--- src/rtl/async_fifo_pkg.sv ---
// Shared definitions for the async FIFO read-side blocks.
//   DEF_DATA_WIDTH  : default data width of RAM words and the output stream
//   DEF_CNT_WIDTH   : default width of the delivered-word counter
//   rd_buf_state_t  : occupancy states of the 2-entry output buffer
//   fifo_word_t     : one FIFO word at the default width
//   buf_count()     : maps a buffer state onto its word count
package async_fifo_pkg;

    localparam int DEF_DATA_WIDTH = 8;
    localparam int DEF_CNT_WIDTH  = 16;

    typedef enum logic [1:0] {
        BUF_EMPTY = 2'd0,
        BUF_ONE   = 2'd1,
        BUF_TWO   = 2'd2
    } rd_buf_state_t;

    typedef logic [DEF_DATA_WIDTH-1:0] fifo_word_t;

    function automatic logic [1:0] buf_count(input rd_buf_state_t s);
        logic [1:0] c;
        c = 2'd0;
        case (s)
            BUF_ONE: c = 2'd1;
            BUF_TWO: c = 2'd2;
            default: c = 2'd0;
        endcase
        return c;
    endfunction

endpackage

--- src/rtl/fifo_skid_buf2.sv ---
// Two-entry push/pop register buffer feeding the read-side output stream.
// The head entry is what the consumer sees; the tail entry only fills when a
// word arrives while the head is still waiting to be accepted.
//   rclk     in   read clock
//   rrst_n   in   asynchronous active-low reset
//   push_i   in   capture data_i at this edge
//   pop_i    in   consumer takes the head at this edge
//   data_i   in   incoming word
//   valid_o  out  head entry holds a word
//   data_o   out  head entry
//   count_o  out  number of words held (0..2)
//
// state     | meaning
// BUF_EMPTY | no word held, head stale
// BUF_ONE   | head valid, tail unused
// BUF_TWO   | head and tail valid, tail is next after head
module fifo_skid_buf2
    import async_fifo_pkg::*;
#(
    parameter int DATA_WIDTH = DEF_DATA_WIDTH
) (
    input  logic                  rclk,
    input  logic                  rrst_n,
    input  logic                  push_i,
    input  logic                  pop_i,
    input  logic [DATA_WIDTH-1:0] data_i,
    output logic                  valid_o,
    output logic [DATA_WIDTH-1:0] data_o,
    output logic [1:0]            count_o
);

    rd_buf_state_t         state_q, state_d;
    logic [DATA_WIDTH-1:0] head_q, head_d;
    logic [DATA_WIDTH-1:0] tail_q, tail_d;

    always_ff @(posedge rclk or negedge rrst_n) begin
        if (!rrst_n) begin
            state_q <= BUF_EMPTY;
            head_q  <= '0;
            tail_q  <= '0;
        end else begin
            state_q <= state_d;
            head_q  <= head_d;
            tail_q  <= tail_d;
        end
    end

    always_comb begin
        state_d = state_q;
        head_d  = head_q;
        tail_d  = tail_q;
        unique case (state_q)
            BUF_EMPTY: begin
                if (push_i) begin
                    state_d = BUF_ONE;
                    head_d  = data_i;
                end
            end
            BUF_ONE: begin
                case ({push_i, pop_i})
                    2'b10: begin
                        state_d = BUF_TWO;
                        tail_d  = data_i;
                    end
                    2'b01: state_d = BUF_EMPTY;
                    // head leaves and the arriving word takes its place
                    2'b11: head_d = data_i;
                    default: ;
                endcase
            end
            BUF_TWO: begin
                if (pop_i) begin
                    head_d = tail_q;
                    if (push_i) begin
                        tail_d = data_i;
                    end else begin
                        state_d = BUF_ONE;
                    end
                end
            end
            default: state_d = BUF_EMPTY;
        endcase
    end

    always_comb begin
        valid_o = (state_q != BUF_EMPTY);
        data_o  = head_q;
        count_o = buf_count(state_q);
    end

    a_no_overflow: assert property (@(posedge rclk) disable iff (!rrst_n)
        !((state_q == BUF_TWO) && push_i && !pop_i));

endmodule

--- src/rtl/fifo_rd_fwft_stage.sv ---
// Read-domain output stage of the async FIFO. Turns the RAM's
// "pulse r_en, data next cycle" port into a first-word-fall-through
// valid/ready stream, buffering up to two words so a continuously ready
// consumer gets one word per rclk.
//   rclk        in   read clock
//   rrst_n      in   asynchronous active-low reset
//   fifo_empty  in   registered empty flag from the read pointer handler
//   r_en        out  read request to pointer handler / RAM
//   fifo_rdata  in   RAM data, valid the cycle after r_en
//   m_valid     out  output word available
//   m_ready     in   consumer accepts when m_valid & m_ready
//   m_data      out  head word
//   rd_cnt      out  words delivered since reset, saturating
module fifo_rd_fwft_stage
    import async_fifo_pkg::*;
#(
    parameter int DATA_WIDTH = DEF_DATA_WIDTH,
    parameter int CNT_WIDTH  = DEF_CNT_WIDTH
) (
    input  logic                  rclk,
    input  logic                  rrst_n,
    input  logic                  fifo_empty,
    output logic                  r_en,
    input  logic [DATA_WIDTH-1:0] fifo_rdata,
    output logic                  m_valid,
    input  logic                  m_ready,
    output logic [DATA_WIDTH-1:0] m_data,
    output logic [CNT_WIDTH-1:0]  rd_cnt
);

    localparam logic [CNT_WIDTH-1:0] CNT_ONE = {{(CNT_WIDTH-1){1'b0}}, 1'b1};

    logic                 inflight_q, inflight_d;
    logic [CNT_WIDTH-1:0] rd_cnt_q, rd_cnt_d;
    logic [1:0]           count;
    logic                 pop;
    logic [2:0]           occ_after_pop;

    assign pop = m_valid & m_ready;

    // Occupancy once this edge's pop is taken; the in-flight word is already
    // committed. pop implies count >= 1, so this cannot wrap.
    assign occ_after_pop = {1'b0, count} + {2'b00, inflight_q} - {2'b00, pop};

    assign r_en = rrst_n & ~fifo_empty & (occ_after_pop <= 3'd1);

    assign inflight_d = r_en;

    always_comb begin
        rd_cnt_d = rd_cnt_q;
        if (pop && (rd_cnt_q != {CNT_WIDTH{1'b1}})) begin
            rd_cnt_d = rd_cnt_q + CNT_ONE;
        end
    end

    always_ff @(posedge rclk or negedge rrst_n) begin
        if (!rrst_n) begin
            inflight_q <= 1'b0;
            rd_cnt_q   <= '0;
        end else begin
            inflight_q <= inflight_d;
            rd_cnt_q   <= rd_cnt_d;
        end
    end

    assign rd_cnt = rd_cnt_q;

    fifo_skid_buf2 #(
        .DATA_WIDTH (DATA_WIDTH)
    ) u_buf (
        .rclk    (rclk),
        .rrst_n  (rrst_n),
        .push_i  (inflight_q),
        .pop_i   (pop),
        .data_i  (fifo_rdata),
        .valid_o (m_valid),
        .data_o  (m_data),
        .count_o (count)
    );

    a_occ_limit: assert property (@(posedge rclk) disable iff (!rrst_n)
        (({1'b0, count} + {2'b00, inflight_q}) <= 3'd2));

endmodule

--- config.mk ---
export PLATFORM = sky130hd
export DESIGN_NAME = fifo_rd_fwft_stage
export DESIGN_NICKNAME = d
export VERILOG_FILES = /design/src/rtl/async_fifo_pkg.sv /design/src/rtl/fifo_skid_buf2.sv /design/src/rtl/fifo_rd_fwft_stage.sv
export SDC_FILE = /design/constraint.sdc
export NUM_CORES = 1
export LEC_CHECK = 0
export ABC_CLOCK_PERIOD_IN_PS = 5350
export CELL_PAD_IN_SITES_DETAIL_PLACEMENT = 1
export CELL_PAD_IN_SITES_GLOBAL_PLACEMENT = 2
export CORE_MARGIN = 1.5
export CORE_UTILIZATION = 36
export CTS_CLUSTER_SIZE = 28
export DETAILED_ROUTE_END_ITERATION = 10
export GPL_ROUTABILITY_DRIVEN = 0
export GPL_TIMING_DRIVEN = 0
export PLACE_DENSITY = 0.9
export RECOVER_POWER = 100
export SYNTH_ARGS = -nofsm -noshare
export SYNTH_HDL_FRONTEND = slang
export SYNTH_HIERARCHICAL = 1
export SYNTH_SLANG_ARGS = --single-unit
--- constraint.sdc ---
create_clock -name rclk -period 5.35 [get_ports rclk]
set_clock_uncertainty 0.05 [all_clocks]
set_input_delay 1.07 -clock rclk [delete_from_list [all_inputs] [get_ports rclk]]
set_output_delay 1.07 -clock rclk [all_outputs]
set_load 0.01 [all_outputs]
==> impl_results.md <==
* Outcome: finished with violations
* Violated checks: max-capacitance violations, max-slew violations
* TritonRoute pass-1 iters at 4
* Gr usage total at 18.0%
* Filler Cells Inserted at 539
* Die X at 74.2 µm
* Core area at 0.00482 mm²
* Max-slew headroom at -32.6%
* Via count at 1406
* Reg-to-reg startpoint: u_buf/state_q[1]$_DFFE_PN0P_
* Worst-margin pin slew at 1.99 ns
* Final WL at 4.41 mm
* Hold_sp: u_buf/tail_q[3]$_DFFE_PN0P_
* GRT overflow at 0
* Max Cap Violations at 1
* Startpoint Class: primary input
* VDD IR max at 164 µV
* Critical register-to-register path endpoint: u_buf/data_o[2]$_DFFE_PN0P_
* RSZ-0062 raised after global routing: no
* HPWL Detailed at 3.22 mm
* Register area share after synthesis at 48.0%
* Gate Count Post-Synth at 151
* Peak fanout along the critical path at 8
* Root buffer cell: clkbuf_8
* R2R depth at 8
* Largest cells by area after synthesis: dfrtp_1, mux2_4, o221a_2, ha_1, xnor2_1
* Post-synth EDFFs at 0
* Critical path's largest stage delay at 0.65 ns
* Worst Path Arrival at 3.82 ns
* Die area at 0.00551 mm²
* Worst min path class: reg2reg
* PD cells at 444 mW/mm²
* DRT iter0 DRCs at 69
* Avg Synthesized Cell Area at 12.1 µm²
* Max Clock Freq at 202 MHz
* Final hold slack at 0.450 ns
* Crit path time final at 4.94 ns
* Area grow syn2layout at 25.2%
* Post-layout nets at 214
* Area leader, netlist: dfrtp_1
* Max Buffers Root-to-Sink at 2
* Dpl cells at 255
* Largest net degree at the start of global routing at 37
* DRC violations left at 0
* Rows at 25
* Initial core utilization at 37.9%
* Count of final setup violators at 0
* Net Count, Synth at 170
* Share of cells above drive strength 1 at 13.8%
* Post-CTS sizing at 0
* Tcrit/Tclk final at 92.4%
* Post-synthesis async set-or-reset flop share at 100%
* Cell Area, Synth at 0.00183 mm²
* Post-DR vias/cell at 5.35
* Global-route wire length before repair at 7.54 mm
* DRT antenna net count at 0
* Critical Path End Type: primary output
* Worst-skew pair later-pin latency at 0.28 ns
* Initial antenna violation count at 0
* P_leak at 0.989 nW
* Worst-path cell chain: clkdlybuf4s50_1, nand2_1, inv_1, ha_1, inv_1, ha_1, inv_1, fa_1, nand2_1, nor3_1, dlygate4sd3_1
* Worst-path clk slew at 0.07 ns
* Top cell type's share of synthesized area at 48.0%
* Hold Crit Depth at 1
* Num ports at 38
* R2R Setup Slk at 2.30 ns
* Critical Path Source: m_ready
* Worst Path Required at 4.23 ns
* Chip Height at 74.2 µm
* Fin cells at 263
* # diodes at 0
* Fin util at 47.4%
* Final Max Tran Viols at 37
* Vias in the first global route at 1487
* Hold Buf Count CTS at 0
* PortBufs at 37
* Prevailing post-synth register cell: dfrtp_1
* # Post-CTS Setup Buffers at 0
* Final hold violation count at 0
* Crit-path most repeated cell: inv_1
* WL/cell at 16.8 µm
* TritonCTS Buffers at 5
* Ys Warns at 6
* Setup TNS at 0 ns
* # clock sinks at 35
* Slowest CP cell: dlygate4sd3_1
* Critical path class: in2out
* Endpoint, Worst Hold: u_buf/tail_q[3]$_DFFE_PN0P_
* Yosys cell types at 44
* Htree depth at 2
* Synth Register Bits at 35
* CTS tree: built
## Yosys cell counts, drive strengths merged, types with 5 or more instances
master,instances
ha,6
nand2,9
inv,8
xnor2,7
nand4,6
or3,8
a21oi,6
dfrtp,35
nor2,6
mux2,10
nand3,6
o221a,7
nor3,5
## worst max-delay path, delay by kind of cell
kind                     cells  cell delay [ns]
adder cells (fa/ha/maj)      3             0.88
AND/OR/NAND/NOR              3             0.42
buffers and inverters        5             1.44
## cell families after synthesis
logic type                 share of synthesized area, %
AOI/OAI and AO/OA                                  13.7
xor gates and xnor gates                           4.32
adders and majority gates                          5.21
buffers and inverters                              2.47
DFF                                                48.0
muxes                                              9.12
and+or+nand+nor                                    17.2
## through the flow
stage,cell area (µm²),total power (W),worst slack [ns]
after floorplan,1830,0.000699,1.49
after global placement,2280,0.000867,0.447
after detailed placement,2270,0.000900,0.305
after CTS,2360,0.00109,0.299
after global routing,2280,0.00109,0.187
final,2280,0.00101,0.406
## registers in the layout (all words and copies together), names as in the netlist
signal and flops:
u_buf/tail_q 8, u_buf/data_o 8, u_buf/state_q 2, rd_cnt 16, inflight_q 1
## final cells by class
| class | instances | area [µm²] | share of cell area [%] |
|---|---|---|---|
| clock inverter | 3 | 15.0 | 0.657 |
| clock buffer | 5 | 68.8 | 3.01 |
| inverter | 8 | 30.0 | 1.31 |
| buffer | 2 | 7.51 | 0.329 |
| sequential | 35 | 876 | 38.3 |
| multi-input combinational | 106 | 840 | 36.7 |
| timing repair buffer | 37 | 364 | 15.9 |
| tap | 67 | 83.8 | 3.67 |
## per-layer routing
metal	share of wire [%]	vias to the layer above	global-route usage, %
li1	-	647	-
met1	46	734	23.6
met2	50	20	29.8
met3	2.5	5	3.52
met4	1.4	0	6.06
met5	0	-	0
## worst max path at each step
stage	endpoint	slack [ns]	cells after the start
after global placement	r_en	0.45	11
after floorplan	r_en	1.49	9
after CTS	r_en	0.30	11
final	r_en	0.41	11
after global routing	r_en	0.19	11
after detailed placement	r_en	0.30	11
## cell usage in the layout (no fill, tap or decap), types with 2 or more instances in the layout
cell,synthesis,routed
nor3_1,2,4
and3_1,2,2
nand2_1,9,9
o21ai_0,1,2
clkinv_2,0,3
a31oi_1,2,2
nor2b_1,2,2
ha_1,6,6
dlygate4sd3_1,0,26
xor2_1,2,2
mux2_1,1,6
clkbuf_1,1,3
nand4_1,6,6
clkdlybuf4s50_1,0,10
dfrtp_1,35,35
mux2i_1,2,2
a41oi_1,2,2
or3_1,7,7
o221a_2,7,7
and2_1,2,2
xnor2_1,7,7
mux2_4,9,4
nor2_1,6,6
clkbuf_8,0,5
nand3_1,5,5
inv_1,8,8
a21oi_1,5,6
## where the power goes
group          switching (W)  total [W]  internal [W]
logic               0.000183   0.000400      0.000218
registers          0.0000725   0.000427      0.000354
clock network      0.0000977   0.000187     0.0000891
total               0.000353    0.00101      0.000661
Power figures use the tool's default switching activity.
